==> src/rtl/mem_arb_pkg.sv <==
// Shared types and defaults for the unified-memory arbiter.
package mem_arb_pkg;

   typedef enum logic [1:0] {IDLE, REQ, WAIT} arb_state_t;
   typedef enum logic {REQ_IF, REQ_D} requester_t;

   localparam int DEFAULT_MAX_WAIT = 15;

endpackage

==> src/rtl/mem_arb_timeout.sv <==
// Saturating transaction-age counter; flags the cycle it reaches MAX_WAIT and the value itself.
module mem_arb_timeout
   import mem_arb_pkg::*;
#(
   parameter int MAX_WAIT = DEFAULT_MAX_WAIT
) (
   input  logic clk,
   input  logic rst,
   input  logic clr,
   input  logic en,
   output logic expiring,
   output logic expired
);

   localparam int CW = $clog2(MAX_WAIT + 1);
   localparam logic [CW-1:0] LIMIT = CW'(MAX_WAIT);

   logic [CW-1:0] count;

   always_ff @(posedge clk or negedge rst) begin
      if (!rst) begin
         count <= '0;
      end else if (clr) begin
         count <= '0;
      end else if (en && (count != LIMIT)) begin
         count <= count + 1'b1;
      end
   end

   // expiring marks the edge on which the count becomes MAX_WAIT, so the
   // timeout response appears exactly MAX_WAIT cycles after m_req rose.
   assign expiring = en && (count == (LIMIT - 1'b1));
   assign expired  = (count == LIMIT);

endmodule

==> src/rtl/mem_arbiter.sv <==
// Single-port memory arbiter between fetch and load/store requesters with timeout.
// Define MEM_ARB_RR_EN for round-robin arbitration instead of data-over-fetch priority.
module mem_arbiter
   import mem_arb_pkg::*;
#(
   parameter int B_WIDTH  = 32,
   parameter int MAX_WAIT = DEFAULT_MAX_WAIT
) (
   input  logic                 clk,
   input  logic                 rst,
   input  logic                 if_req,
   input  logic [B_WIDTH-1:0]   if_addr,
   output logic                 if_gnt,
   output logic                 if_rvalid,
   output logic [B_WIDTH-1:0]   if_rdata,
   output logic                 if_err,
   input  logic                 d_req,
   input  logic                 d_we,
   input  logic [B_WIDTH/8-1:0] d_be,
   input  logic [B_WIDTH-1:0]   d_addr,
   input  logic [B_WIDTH-1:0]   d_wdata,
   output logic                 d_gnt,
   output logic                 d_rvalid,
   output logic [B_WIDTH-1:0]   d_rdata,
   output logic                 d_err,
   output logic                 m_req,
   output logic                 m_we,
   output logic [B_WIDTH/8-1:0] m_be,
   output logic [B_WIDTH-1:0]   m_addr,
   output logic [B_WIDTH-1:0]   m_wdata,
   input  logic                 m_gnt,
   input  logic                 m_rvalid,
   input  logic [B_WIDTH-1:0]   m_rdata
);

   arb_state_t         state;
   requester_t         owner;
   requester_t         winner;
   logic               grant;
   logic               busy;
   logic               expiring;
   logic               expired;
   logic               timeout;
   logic               done;
   logic               done_err;
   logic [B_WIDTH-1:0] rdata_q;

`ifdef MEM_ARB_RR_EN
   requester_t last_owner;

   always_ff @(posedge clk or negedge rst) begin
      if (!rst) begin
         last_owner <= REQ_IF;
      end else if (grant) begin
         last_owner <= winner;
      end
   end

   always_comb begin
      winner = REQ_IF;
      if (d_req && if_req) begin
         winner = (last_owner == REQ_IF) ? REQ_D : REQ_IF;
      end else if (d_req) begin
         winner = REQ_D;
      end
   end
`else
   always_comb begin
      winner = REQ_IF;
      if (d_req) begin
         winner = REQ_D;
      end
   end
`endif

   // Grant is combinational so the requester sees it in the cycle it asks;
   // gating with rst keeps every output low while reset is held.
   assign grant  = rst && (state == IDLE) && (if_req || d_req);
   assign if_gnt = grant && (winner == REQ_IF);
   assign d_gnt  = grant && (winner == REQ_D);

   assign busy = (state == REQ) || (state == WAIT);

   mem_arb_timeout #(.MAX_WAIT(MAX_WAIT)) u_timeout (
      .clk      (clk),
      .rst      (rst),
      .clr      (state == IDLE),
      .en       (busy),
      .expiring (expiring),
      .expired  (expired)
   );

   assign timeout  = busy && (expiring || expired);
   // A completion landing on the expiry edge takes precedence over the error.
   assign done     = ((state == WAIT) && m_rvalid) || timeout;
   assign done_err = !((state == WAIT) && m_rvalid);

   always_ff @(posedge clk or negedge rst) begin
      if (!rst) begin
         state     <= IDLE;
         owner     <= REQ_IF;
         m_req     <= 1'b0;
         m_we      <= 1'b0;
         m_be      <= '0;
         m_addr    <= '0;
         m_wdata   <= '0;
         if_rvalid <= 1'b0;
         if_err    <= 1'b0;
         d_rvalid  <= 1'b0;
         d_err     <= 1'b0;
         rdata_q   <= '0;
      end else begin
         if_rvalid <= 1'b0;
         if_err    <= 1'b0;
         d_rvalid  <= 1'b0;
         d_err     <= 1'b0;
         if (done) begin
            state     <= IDLE;
            m_req     <= 1'b0;
            if_rvalid <= (owner == REQ_IF);
            d_rvalid  <= (owner == REQ_D);
            if_err    <= done_err && (owner == REQ_IF);
            d_err     <= done_err && (owner == REQ_D);
            rdata_q   <= done_err ? '0 : m_rdata;
         end else begin
            case (state)
               IDLE: begin
                  if (grant) begin
                     state <= REQ;
                     owner <= winner;
                     m_req <= 1'b1;
                     if (winner == REQ_D) begin
                        m_we    <= d_we;
                        m_be    <= d_be;
                        m_addr  <= d_addr;
                        m_wdata <= d_wdata;
                     end else begin
                        m_we    <= 1'b0;
                        m_be    <= '1;
                        m_addr  <= {if_addr[B_WIDTH-1:2], 2'b00};
                        m_wdata <= '0;
                     end
                  end
               end
               REQ: begin
                  if (m_gnt) begin
                     state <= WAIT;
                     m_req <= 1'b0;
                  end
               end
               WAIT: begin
                  state <= WAIT;
               end
               default: begin
                  state <= IDLE;
                  m_req <= 1'b0;
               end
            endcase
         end
      end
   end

   assign if_rdata = rdata_q;
   assign d_rdata  = rdata_q;

endmodule

==> config.mk <==
export PLATFORM = sky130hd
export DESIGN_NAME = mem_arbiter
export DESIGN_NICKNAME = d
export VERILOG_FILES = /design/src/rtl/mem_arb_pkg.sv /design/src/rtl/mem_arb_timeout.sv /design/src/rtl/mem_arbiter.sv
export SDC_FILE = /design/constraint.sdc
export NUM_CORES = 1
export LEC_CHECK = 0
export CAP_MARGIN = 20
export CORE_MARGIN = 2
export CORE_UTILIZATION = 39
export DETAILED_ROUTE_END_ITERATION = 10
export GPL_TIMING_DRIVEN = 0
export PLACE_DENSITY = 0.92
export SYNTH_ARGS = -nofsm -noshare
export SYNTH_HDL_FRONTEND = slang
export SYNTH_SLANG_ARGS = --single-unit
==> constraint.sdc <==
create_clock -name clk -period 2.1 [get_ports clk]
set_input_delay 0.315 -clock clk [delete_from_list [all_inputs] [get_ports clk]]
set_output_delay 0.315 -clock clk [all_outputs]
set_load 0.01 [all_outputs]
==> impl_results.md <==
- Comb pwr share: 0.461
- Gr usage total: 0.237
- Sequential share of the synthesized area: 0.552
- Place WS: -664 ps
- Syn Inst Count: 426
- CP endpoint kind: flop
- Post-Syn Area: 5120 um^2
- NetSw: 4.01 mW
- Core area: 12700 um^2
- Startpoint class of the critical path: flop
- Hold-fix buffer count after cts: 3
- Overall Power: 12.7 mW
- Post-layout nets: 875
- WL per Instance: 18.0 um
- Full die area: 14100 um^2
- Max frequency: 0.492 GHz
- GP Congestion: 0.875
- Endpoints failing setup: 0
- Number of global-route vias before repair: 5047
- #FFs+latches synth: 113
- Worst slew margin: 0.596
- Clock sink count: 113
- Die W: 119 um
- Initial core utilization: 0.403
- Slowest stage delay, CP: 400 ps
- Slew Limit Fails: 0
- Period minus WS final: 2030 ps
- Clock Path Buffers: 2
- Fin. Hold Viols: 65
- Post-synth cell types: 39
- PwrDens: 1430 nW/um^2
- Post-synth EDFFs: 0
- Share of cells above drive strength 1: 0.221
- Cell taking the most area after synthesis: dfrtp_1
- Row count: 41
- Final worst slack: 66.3 ps
- VDD IR max: 0.649 mV
- IO Pins: 279
- Leading cell types in the layout, fill and taps excluded: clkdlybuf4s50_1 (272), dfrtp_1 (113), nand2_1 (66)
- Outcome: complete, but fails checks
- ANT nets after route: 0
- Tcrit/Tclk final: 0.968
- Drt pass-1 iters: 6
- Largest net degree at the start of global routing: 70
- Top cell by count, worst path: buf_6
- Final setup TNS: 0 ps
- Final hold slack: -86.6 ps
- Critical path data arrival time: 2330 ps
- Critical path class: flop to flop
- Worst skew pair latency: 420 ps
- GR Overflow Total: 0
- Sequential Power Share: 0.297
- Final wirelength: 16400 um
- CTS H-tree lvls: 4
- Max cap viols: 0
- Vias per cell: 5.08
- Most common cell after layout, fill and taps aside: clkdlybuf4s50_1
- Post-layout util: 0.699
- Via count: 4645
- Least-Margin Pin Slew: 607 ps
- Synth async-reset ratio: 1.00
- IO buf count: 275
- First-pass GRT wire length: 26000 um
- Internal power: 8.70 mW
- Failing checks: negative hold slack
- Yosys Warn Count: 0
- HP Class: primary input to async pin
- Slowest CP cell: dfrtp_1
- DRC: 0
- Post-synth top area share: 0.552
- Num CTS Buffers: 17
- Ys flop type: dfrtp_1
- Static leakage: 3.92 nW
- Setup Skew: 9.36 ps
- Chip Height: 119 um
- Antenna violations before repair: 0
- Clock network power share: 0.241
- Sw Share: 0.315
- DRC marker count from the first detailed-route iteration: 319
- Syn Nets: 571
- Syn Area/Cell: 12.0 um^2
- CTS tree: built
- P&R area growth vs syn: 73.5%
- WP data required: 2390 ps
- HPWL after DPL: 12100 um
- Crit path max fanout: 10
- Worst path cell trace: inv_1 -> ha_2 -> o2111a_2 -> nor3_4 -> buf_6 -> buf_6 -> mux2_2
- Number of diodes: 0
- Clk slew on worst S/H paths: 60 ps
- Top cells by area, synth: dfrtp_1 (55%), mux2_2 (13%), buf_4 (5.3%)
- Clock Tree Root: clkbuf_16
==> per-stage QoR <==
stage          std cells  cell area [um^2]
2_1_floorplan        426              5120
3_3_place_gp         873              8090
3_5_place_dp         874              8120
4_1_cts              912              8840
5_1_grt              915              8890
6_report             915              8890
==> kinds of logic after synthesis <==
kind of cell	count (synthesis)	share of synthesized area
and+or+nand+nor	118	0.105
DFF	113	0.552
buffers and inverters	66	0.0891
adders and majority gates	6	0.0146
AOI/OAI and AO/OA	63	0.107
muxes	60	0.132
==> timing repair <==
action / in CTS / in global routing
gates resized for setup: 9 / 9
pin swaps: 2 / 1
setup endpoints to repair: 48 / 52
buffers inserted: 3 / 3
endpoints found under the hold margin: 48 / 65
==> worst max-delay path, delay by kind of cell, from the launching register on <==
family / cells / cell delay (ps)
compound gates: 1 / 300
simple gates: 1 / 290
flops: 1 / 400
buf+inv: 3 / 360
mux: 1 / 350
fa+ha+maj: 1 / 210
==> per-layer routing <==
metal	wire length, um	global-route usage	vias to the layer above
met1	5910	0.247	2264
li1	-	-	2091
met4	471	0.115	0
met3	1440	0.0845	40
met2	8620	0.420	250
met5	0	0	-
==> synthesized netlist by cell type (2+ instances only) <==
master,number
mux2_2,59
buf_6,5
ha_1,6
o311ai_0,3
o22a_1,4
o41ai_1,2
and3_1,2
and3_2,2
nand3_1,35
a22o_2,6
a21oi_1,4
o21ai_0,3
dfrtp_1,113
inv_1,8
o31ai_1,2
buf_4,36
buf_2,2
buf_8,3
o211ai_1,3
or3_1,3
nand2_1,66
a22o_1,29
clkbuf_1,12
and2_1,2
nor2b_1,2
==> area by class of cell <==
cell class                      count  area (um^2)
Clock buffer                       20          447
Buffer                             58          437
Tap cell                          172          215
Multi-Input combinational cell    247         1860
Clock inverter                     12          183
Timing Repair Buffer              285         2890
Inverter                            8         30.0
Sequential cell                   113         2830
Fill cell                         884         3830
==> power by group through the flow <==
stage | logic (mW) | clock network, mW | registers [mW]
6_report | 5.87 | 3.07 | 3.78
4_1_cts | 5.82 | 3.12 | 3.77
3_3_place_gp | 5.54 | 0 | 3.71
5_1_grt | 6.22 | 3.23 | 3.90
3_5_place_dp | 5.75 | 0 | 3.79
2_1_floorplan | 2.16 | 0 | 4.11
==> worst paths after layout <==
kind,startpoint,cells after the start,slack [ps],endpoint
min reg2reg,m_be[2]$_DFFE_PN0P_,1,500,m_be[2]$_DFFE_PN0P_
max,u_timeout.count[0]$_DFFE_PN0P_,7,70,m_addr[7]$_DFFE_PN0P_
max in group asynchronous,rst,4,1220,m_addr[15]$_DFFE_PN0P_
min,rst,2,-90,d_rdata[28]$_DFFE_PN0P_
max reg2reg,u_timeout.count[0]$_DFFE_PN0P_,7,70,m_addr[7]$_DFFE_PN0P_
min in group clk,d_req,3,390,m_addr[3]$_DFFE_PN0P_
==> registers in the layout (all words and copies together) (netlist names) <==
register         cells
d_rdata             32
d_err                1
u_timeout.count      4
m_we                 1
m_req                1
owner                1
m_addr              32
state                2
if_rvalid            1
m_wdata             32
if_err               1
m_be                 4
d_rvalid             1
Note: power is estimated with default switching activity, not from simulation.
